<file path="src/rtl/accum_capture_multi.sv">
// Run-length accumulator: steps an index 0..cnt_limit, adds it into acc each
// RUN cycle, and latches acc into each port whose capture index is reached.
module accum_capture_multi #(
    parameter int WIDTH    = 8,
    parameter int CNT_W    = 8,
    parameter int NPORTS   = 2,
    parameter int SATURATE = 0
) (
    input  logic                      clk,
    input  logic                      rst,
    input  logic                      start,
    input  logic                      abort,
    input  logic [CNT_W-1:0]          cnt_limit,
    input  logic [NPORTS*CNT_W-1:0]   cap_idx,
    input  logic [NPORTS-1:0]         cap_en,
    output logic                      busy,
    output logic                      done,
    output logic [CNT_W-1:0]          count,
    output logic [WIDTH-1:0]          acc,
    output logic                      ovf,
    output logic [NPORTS-1:0]         load,
    output logic [NPORTS*WIDTH-1:0]   port_q
);

    typedef enum logic [1:0] {
        IDLE = 2'd0,
        RUN  = 2'd1,
        DONE = 2'd2
    } state_t;

    state_t                    state_q, state_d;
    logic [CNT_W-1:0]          count_q, count_d;
    logic [WIDTH-1:0]          acc_q, acc_d;
    logic                      ovf_q, ovf_d;
    logic [NPORTS-1:0]         load_q, load_d;
    logic [NPORTS*WIDTH-1:0]   port_d;

    logic [WIDTH-1:0]          c_ext;
    logic [WIDTH:0]            sum;
    logic [WIDTH-1:0]          acc_new;

    // The index is brought to the accumulator width before the add.
    if (CNT_W >= WIDTH) begin : g_trunc
        assign c_ext = count_q[WIDTH-1:0];
    end else begin : g_ext
        assign c_ext = {{(WIDTH-CNT_W){1'b0}}, count_q};
    end

    assign sum = {1'b0, acc_q} + {1'b0, c_ext};

    always_comb begin
        acc_new = sum[WIDTH-1:0];
        if (SATURATE != 0 && sum[WIDTH]) begin
            acc_new = '1;
        end
    end

    always_comb begin
        state_d = state_q;
        count_d = count_q;
        acc_d   = acc_q;
        ovf_d   = ovf_q;
        load_d  = '0;
        port_d  = port_q;
        unique case (state_q)
            IDLE: begin
                if (start) begin
                    state_d = RUN;
                    count_d = '0;
                    acc_d   = '0;
                    ovf_d   = 1'b0;
                end
            end
            RUN: begin
                if (abort) begin
                    state_d = IDLE;
                end else begin
                    acc_d = acc_new;
                    ovf_d = ovf_q | sum[WIDTH];
                    if (count_q == cnt_limit) begin
                        state_d = DONE;
                    end else begin
                        count_d = count_q + 1'b1;
                    end
                    // Captured value is the post-add accumulator.
                    for (int i = 0; i < NPORTS; i++) begin
                        if (cap_en[i] && cap_idx[i*CNT_W +: CNT_W] == count_q) begin
                            port_d[i*WIDTH +: WIDTH] = acc_new;
                            load_d[i]                = 1'b1;
                        end
                    end
                end
            end
            DONE: begin
                state_d = IDLE;
            end
            default: begin
                state_d = IDLE;
            end
        endcase
    end

    always_ff @(posedge clk) begin
        if (rst) begin
            state_q <= IDLE;
            count_q <= '0;
            acc_q   <= '0;
            ovf_q   <= 1'b0;
            load_q  <= '0;
            port_q  <= '0;
        end else begin
            state_q <= state_d;
            count_q <= count_d;
            acc_q   <= acc_d;
            ovf_q   <= ovf_d;
            load_q  <= load_d;
            port_q  <= port_d;
        end
    end

    assign busy  = (state_q == RUN);
    assign done  = (state_q == DONE);
    assign count = count_q;
    assign acc   = acc_q;
    assign ovf   = ovf_q;
    assign load  = load_q;

endmodule

</file>
<file path="config.mk">
export PLATFORM = sky130hd
export DESIGN_NAME = accum_capture_multi
export DESIGN_NICKNAME = d
export VERILOG_FILES = /design/src/rtl/accum_capture_multi.sv
export SDC_FILE = /design/constraint.sdc
export NUM_CORES = 1
export LEC_CHECK = 0
export ABC_CLOCK_PERIOD_IN_PS = 5400
export CAP_MARGIN = 20
export CORE_ASPECT_RATIO = 0.8
export CORE_MARGIN = 2
export CORE_UTILIZATION = 45
export DETAILED_ROUTE_END_ITERATION = 10
export MAX_ROUTING_LAYER = met4
export PLACE_DENSITY_LB_ADDON = 0.1
export SLEW_MARGIN = 10
export SYNTH_ARGS = -nofsm -noshare
export SYNTH_HDL_FRONTEND = slang
export SYNTH_SLANG_ARGS = --single-unit
</file>
<file path="constraint.sdc">
create_clock -name clk -period 5.4 [get_ports clk]
set_input_delay 1.08 -clock clk [delete_from_list [all_inputs] [get_ports clk]]
set_output_delay 1.08 -clock clk [all_outputs]
set_load 0.03 [all_outputs]
</file>
==> results of run 1 <==
[Yosys cell counts, types with 3 or more instances]
library cell  number
dfxtp_1           37
nor2_1            24
xnor2_1           24
o21ai_0           12
a21oi_1           11
mux2i_1           10
nand2_1           10
nand3_1           10
ha_1               9
nor3_1             8
buf_2              7
inv_1              7
nand2b_1           6
nand4_1            6
clkbuf_1           5
o31ai_1            4
xor2_1             4
a211oi_1           3
a21o_1             3
a22oi_1            3
and3_1             3
nor2b_1            3
or2b_1             3
[per-stage QoR]
step	setup slack [ns]	utilization [%]	instance area, µm²	std cells	hold WS [ns]
2_1_floorplan	3.07	-	2110	238	0.592
3_5_place_dp	2.01	61.3	2780	352	0.463
3_3_place_gp	2.10	61.3	2780	352	0.460
4_1_cts	2.30	63.9	2900	360	0.474
5_1_grt	2.21	63.9	2900	360	0.505
6_report	2.29	63.9	2900	360	0.471
[worst register-to-register path: stages, from the launching register on]
cell and delay, ns:
dfxtp_1 0.46, nor3b_4 0.41, nand4_2 0.17, nor4_4 0.83
mux2i_1 0.31, nor2_1 0.06
[routing by layer]
metal	track usage, %	up-vias	wire length (µm)
li1	-	956	-
met1	32.3	861	2620
met2	33.6	70	2320
met3	4.12	7	359
met4	5.72	0	53
met5	-	-	0
[registers in the layout (all words and copies together), names as in the netlist]
register  count
acc           8
count         8
load          2
ovf           1
port_q       16
state_q       2
[cell type report]
type,instances,area share (%)
Clock buffer,7,2.98
Clock inverter,1,1.04
Inverter,7,0.906
Multi-Input combinational cell,180,43.7
Sequential cell,37,25.5
Tap cell,60,2.59
Timing Repair Buffer,68,23.3
[final timing paths]
check | end | slack [ns] | cells after the start
setup reg to reg | port_q[12] | 3.04 | 5
hold / removal | port_q[6] | 0.47 | 2
hold reg to reg | port_q[6] | 0.47 | 2
setup / recovery | port_q[12] | 2.29 | 6
[report_power, final]
part           switching (W)  leakage, nW  internal (W)
clock network      0.0000970       0.0585      0.000151
registers         0.00000260        0.298      0.000274
logic              0.0000287        0.649     0.0000340
[kinds of logic after synthesis]
family / share of synthesized area, %
flops: 35.2
compound gates: 16.3
simple gates: 21.2
fa+ha+maj: 6.30
xor+xnor: 11.6
buf+inv: 4.69
mux: 4.75
==> impl_metrics.csv, run 1 <==
group,metric,value,unit
pwr,total_leakage_power,1.01,nW
worst_hold_path,min-delay-start,"port_q[6]",
floorplan,row_count,22,
logic_synthesis,yosys_register_bits,37,
setup_path,r2r-start,"state_q[0]",
routing,avgRoutedWirePerCell,14.9,µm
routing,dr.first_iter.drc_count,124,
setup_path,cp_data_required_time,5.57,ns
final_layout,antenna_cells,0,
logic_synthesis,synth_top_area_share,35.2,%
place,portBuffers,66,
floorplan,die_w,80.5,µm
place,gp_congestion,0.806,
status,status,"completed",
global_routing,grt_max_degree,37,
setup_path,startpoint,"abort",
routing,ant_nets,0,
pwr,peakVddDrop,141,µV
clocking,cts_buffers,5,
logic_synthesis,synth_nets,278,
logic_synthesis,ys_dominant_reg_cell,"dfxtp_1",
logic_synthesis,yosysUniqueCellTypes,45,
final_layout,area_growth,37.7,%
logic_synthesis,ys.warnings.count,0,
clocking,cts.sinks,37,
timing,period_needed,3.11,ns
setup_path,critPathBufInv,1,
routing,viasPerCell,5.26,
final_layout,layout_common_cells,"clkdlybuf4s50_1 (66), dfxtp_1 (37), xnor2_1 (24), nor2_1 (24), o21ai_0 (12)",
final_layout,final_common_cell,"clkdlybuf4s50_1",
run,max_cap_viol_count,0,
routing,dr.pass1.iters,4,
logic_synthesis,syn_area,2110,µm²
pwr,powerDensity,202,nW/µm²
setup_path,crit_path_start_kind,"primary input",
floorplan,core_area,4540,µm²
floorplan,ios,67,
logic_synthesis,synthCells,238,
setup_path,crit_arrival,3.28,ns
logic_synthesis,yosysTopAreaCell,"dfxtp_1",
logic_synthesis,synthArstFlopShare,0,%
logic_synthesis,yosys-top-cells-area,"dfxtp_1 (35%), xnor2_1 (10%), ha_1 (5.3%)",
timing,fin_crit_sh,57.6,%
clocking,cts_resized,0,
global_routing,grt_overflow_total,0,
timing,fmax,321,MHz
floorplan,start_util,46.4,%
logic_synthesis,yosysSeqAreaShare,35.2,%
timing,finalClockSkew,0.0103,ns
clocking,htreeDepth,2,
setup_path,path_max_fanout,12,
timing,max_slew_margin,40.4,%
clocking,root_buffer,"clkbuf_8",
final_layout,drive_above_1_share,5.67,%
final_layout,multi_input_area,1270,µm²
routing,drc,0,
floorplan,die-area,5250,µm²
global_routing,antenna_found_initial,0,
clocking,holdBufCountCts,0,
final_layout,nets,339,
logic_synthesis,synth_edf_count,0,
setup_path,crit_family,"simple AND/OR/NAND/NOR gates",
final_layout,regArea,741,µm²
routing,wirelength,5360,µm
clocking,clockBufferDepth,2,
routing,vias,1894,
clocking,postCtsSetupBuffers,0,
setup_path,crit_type,"primary input to flip-flop",
setup_path,slowest_delay,0.83,ns
timing,grt_setup_unrepaired,"false",
setup_path,endpoint_kind,"flip-flop",
setup_path,crit_slowest_cell,"nor4_4",
pwr,total_power,0.000587,W
global_routing,grt_pass1_vias,1844,
setup_path,path_cells,"clkdlybuf4s50_1 > nor3b_4 > nand4_2 > nor4_4 > mux2i_1 > nor2_1",
logic_synthesis,avgSynthCellArea,8.85,µm²
worst_hold_path,hp-class,"flip-flop to flip-flop",
final_layout,fill_cells,406,
timing,worst_slew_pin_slew,0.887,ns
floorplan,dieHeight,65.2,µm
place,dpl.hpwl,3910,µm
timing,finalHoldViolCount,0,
global_routing,grt_pass1_wl,8940,µm
timing,drv_slew,0,
clocking,cts_tree,"yes",
clocking,clkLatencyLatePin,0.29,ns
timing,setup_viol,0,
timing,fin_tns_setup,0,ns
clocking,path_clk_slew,0.07,ns
global_routing,gr-usage-all-layers,22.7,%
Power figures use the tool's default switching activity.
==> run 2, diff against run 1 <==
Settings changed: ABC_CLOCK_PERIOD_IN_PS 5400 to 2540, CORE_UTILIZATION 45 to 42.
Clock period 5.4 ns to 2.54 ns, I/O delays scaled along.
==> run 2 against run 1 <==
  * Final area up 1.5%
  * Sequential share of layout area down 0.37 points
  * Final cell count rose by 2.8%
  * Total power is 94% higher
  * Clock power grew 65%
  * Core utilization fell by 4.1 points
  * Count of clock-buffer cells in the layout did not move
  * Sequential power rose by 110%
  * Largest cell class unchanged
==> impl_metrics.csv, run 2 (synthesized netlist as in run 1, its figures left out) <==
group,metric,value,unit
routing,dr.pass1.iters,4,
timing,period_needed,2.42,ns
clocking,clkLatencyLatePin,0.28,ns
timing,worst_slew_pin_slew,0.501,ns
floorplan,ios,67,
routing,avgRoutedWirePerCell,14.6,µm
timing,whs,0.480,ns
setup_path,crit_type,"flip-flop to primary output",
routing,viasPerCell,5.19,
place,place_area,2850,µm²
timing,setup_viol,0,
final_layout,largest_reg_flops,16,
global_routing,grt_max_degree,18,
routing,ant_nets,0,
clocking,clockBufferDepth,2,
floorplan,dieHeight,67.3,µm
final_layout,layout_common_cells,"clkdlybuf4s50_1 (66), dfxtp_1 (37), xnor2_1 (24), nor2_1 (24), o21ai_0 (12)",
global_routing,gr-usage-all-layers,21.0,%
final_layout,nets,348,
worst_hold_path,hp-class,"flip-flop to flip-flop",
routing,wirelength,5410,µm
timing,fin_crit_sh,95.4,%
timing,fmax,413,MHz
pwr,powerDensity,386,nW/µm²
global_routing,grt_pass1_wl,9000,µm
pwr,total_leakage_power,1.04,nW
timing,fin_ws,0.118,ns
global_routing,grt_overflow_total,0,
floorplan,die_w,83.2,µm
clocking,cts_buffers,5,
final_layout,final_common_cell,"clkdlybuf4s50_1",
routing,dr.first_iter.drc_count,112,
place,portBuffers,66,
final_layout,drive_above_1_share,8.44,%
clocking,postCtsSetupBuffers,0,
setup_path,cp_data_required_time,2.03,ns
routing,vias,1921,
timing,grt_setup_unrepaired,"false",
final_layout,antenna_cells,0,
clocking,path_clk_slew,0.07,ns
clocking,cts_tree,"yes",
clocking,htreeDepth,2,
place,gp_congestion,0.864,
setup_path,endpoint_kind,"primary output",
timing,fin_tns_setup,0,ns
floorplan,core_area,4920,µm²
routing,drc,0,
setup_path,path_max_fanout,7,
global_routing,grt_pass1_vias,1816,
status,status,"completed",
clocking,cts.sinks,37,
final_layout,regMostFlops,"port_q",
floorplan,start_util,42.8,%
final_layout,final_area,2940,µm²
final_layout,fill_cells,445,
pwr,peakVddDrop,277,µV
setup_path,crit_path_start_kind,"flip-flop",
floorplan,row_count,23,
floorplan,die-area,5600,µm²
timing,drv_slew,0,
setup_path,crit_arrival,1.91,ns
place,dpl.hpwl,4210,µm
timing,finalHoldViolCount,0,
run,max_cap_viol_count,0,
final_layout,area_growth,39.8,%
final_layout,finish.utilization,59.8,%
clocking,root_buffer,"clkbuf_8",
place,dp_slack,0.144,ns
global_routing,antenna_found_initial,0,
timing,max_slew_margin,66.3,%
timing,finalClockSkew,0.00582,ns
setup_path,ff2ff_setup_slack,0.54,ns
-- run 2: cell types whose count changed in the layout (fill, tap and decap cells not counted) --
| cell | change |
|---|---|
| bufinv_16 | -1 |
| nand2b_1 | -1 |
| nand2b_2 | +1 |
| buf_4 | +9 |
-- run 2: power by group --
group | switching, W | total [W] | leakage [nW] | internal, W
sequential | 0.00000342 | 0.000586 | 0.298 | 0.000582
combinational | 0.0000658 | 0.000142 | 0.697 | 0.0000762
clock | 0.000194 | 0.000409 | 0.0443 | 0.000215
-- run 2: worst max-delay path, stage by stage, from the launching register on --
cell and delay [ns]:
dfxtp_1 0.40, nand2b_2 0.30, inv_1 0.21, clkdlybuf4s50_1 0.72
-- run 2: what timing repair did --
item,4_1_cts,5_1_grt
setup endpoints to repair,0,1
hold buffers,0,0
resized for setup,0,1
-- run 2: layout make-up --
| type | instances | area (µm²) | share of cell area, % |
|---|---|---|---|
| Clock buffer | 7 | 86.3 | 2.93 |
| Inverter | 7 | 26.3 | 0.893 |
| Multi-Input combinational cell | 180 | 1270 | 43.1 |
| Sequential cell | 37 | 741 | 25.2 |
| Tap cell | 62 | 77.6 | 2.64 |
| Timing Repair Buffer | 77 | 743 | 25.3 |
-- run 2: path summary, 6_finish.rpt --
| kind | start | end | depth (start not counted) |
|---|---|---|---|
| setup / recovery | state_q[1] | busy | 3 |
| hold / removal | acc[0] | acc[0] | 2 |
| setup reg to reg | count[6] | port_q[7] | 6 |
| hold reg to reg | acc[0] | acc[0] | 2 |
-- run 2: per-stage QoR --
step                      cells  power (W)
after floorplan             238   0.000666
after global placement      363   0.000738
after detailed placement    363   0.000739
after CTS                   370    0.00115
after global routing        370    0.00119
final                       370    0.00114
-- run 2: per-layer routing --
| metal | vias to the layer above | track usage, % | routed length (µm) |
|---|---|---|---|
| met1 | 892 | 29.4 | 2810 |
| li1 | 974 | - | - |
| met2 | 51 | 30.9 | 2310 |
| met4 | 0 | 4.51 | 29 |
| met5 | - | - | 0 |
| met3 | 4 | 4.89 | 258 |
==> run 3, diff against run 2 <==
Settings changed: SKIP_CTS_REPAIR_TIMING set to 1.
==> results of run 3 <==
Final layout, timing and power as in run 2 (identical DEF).
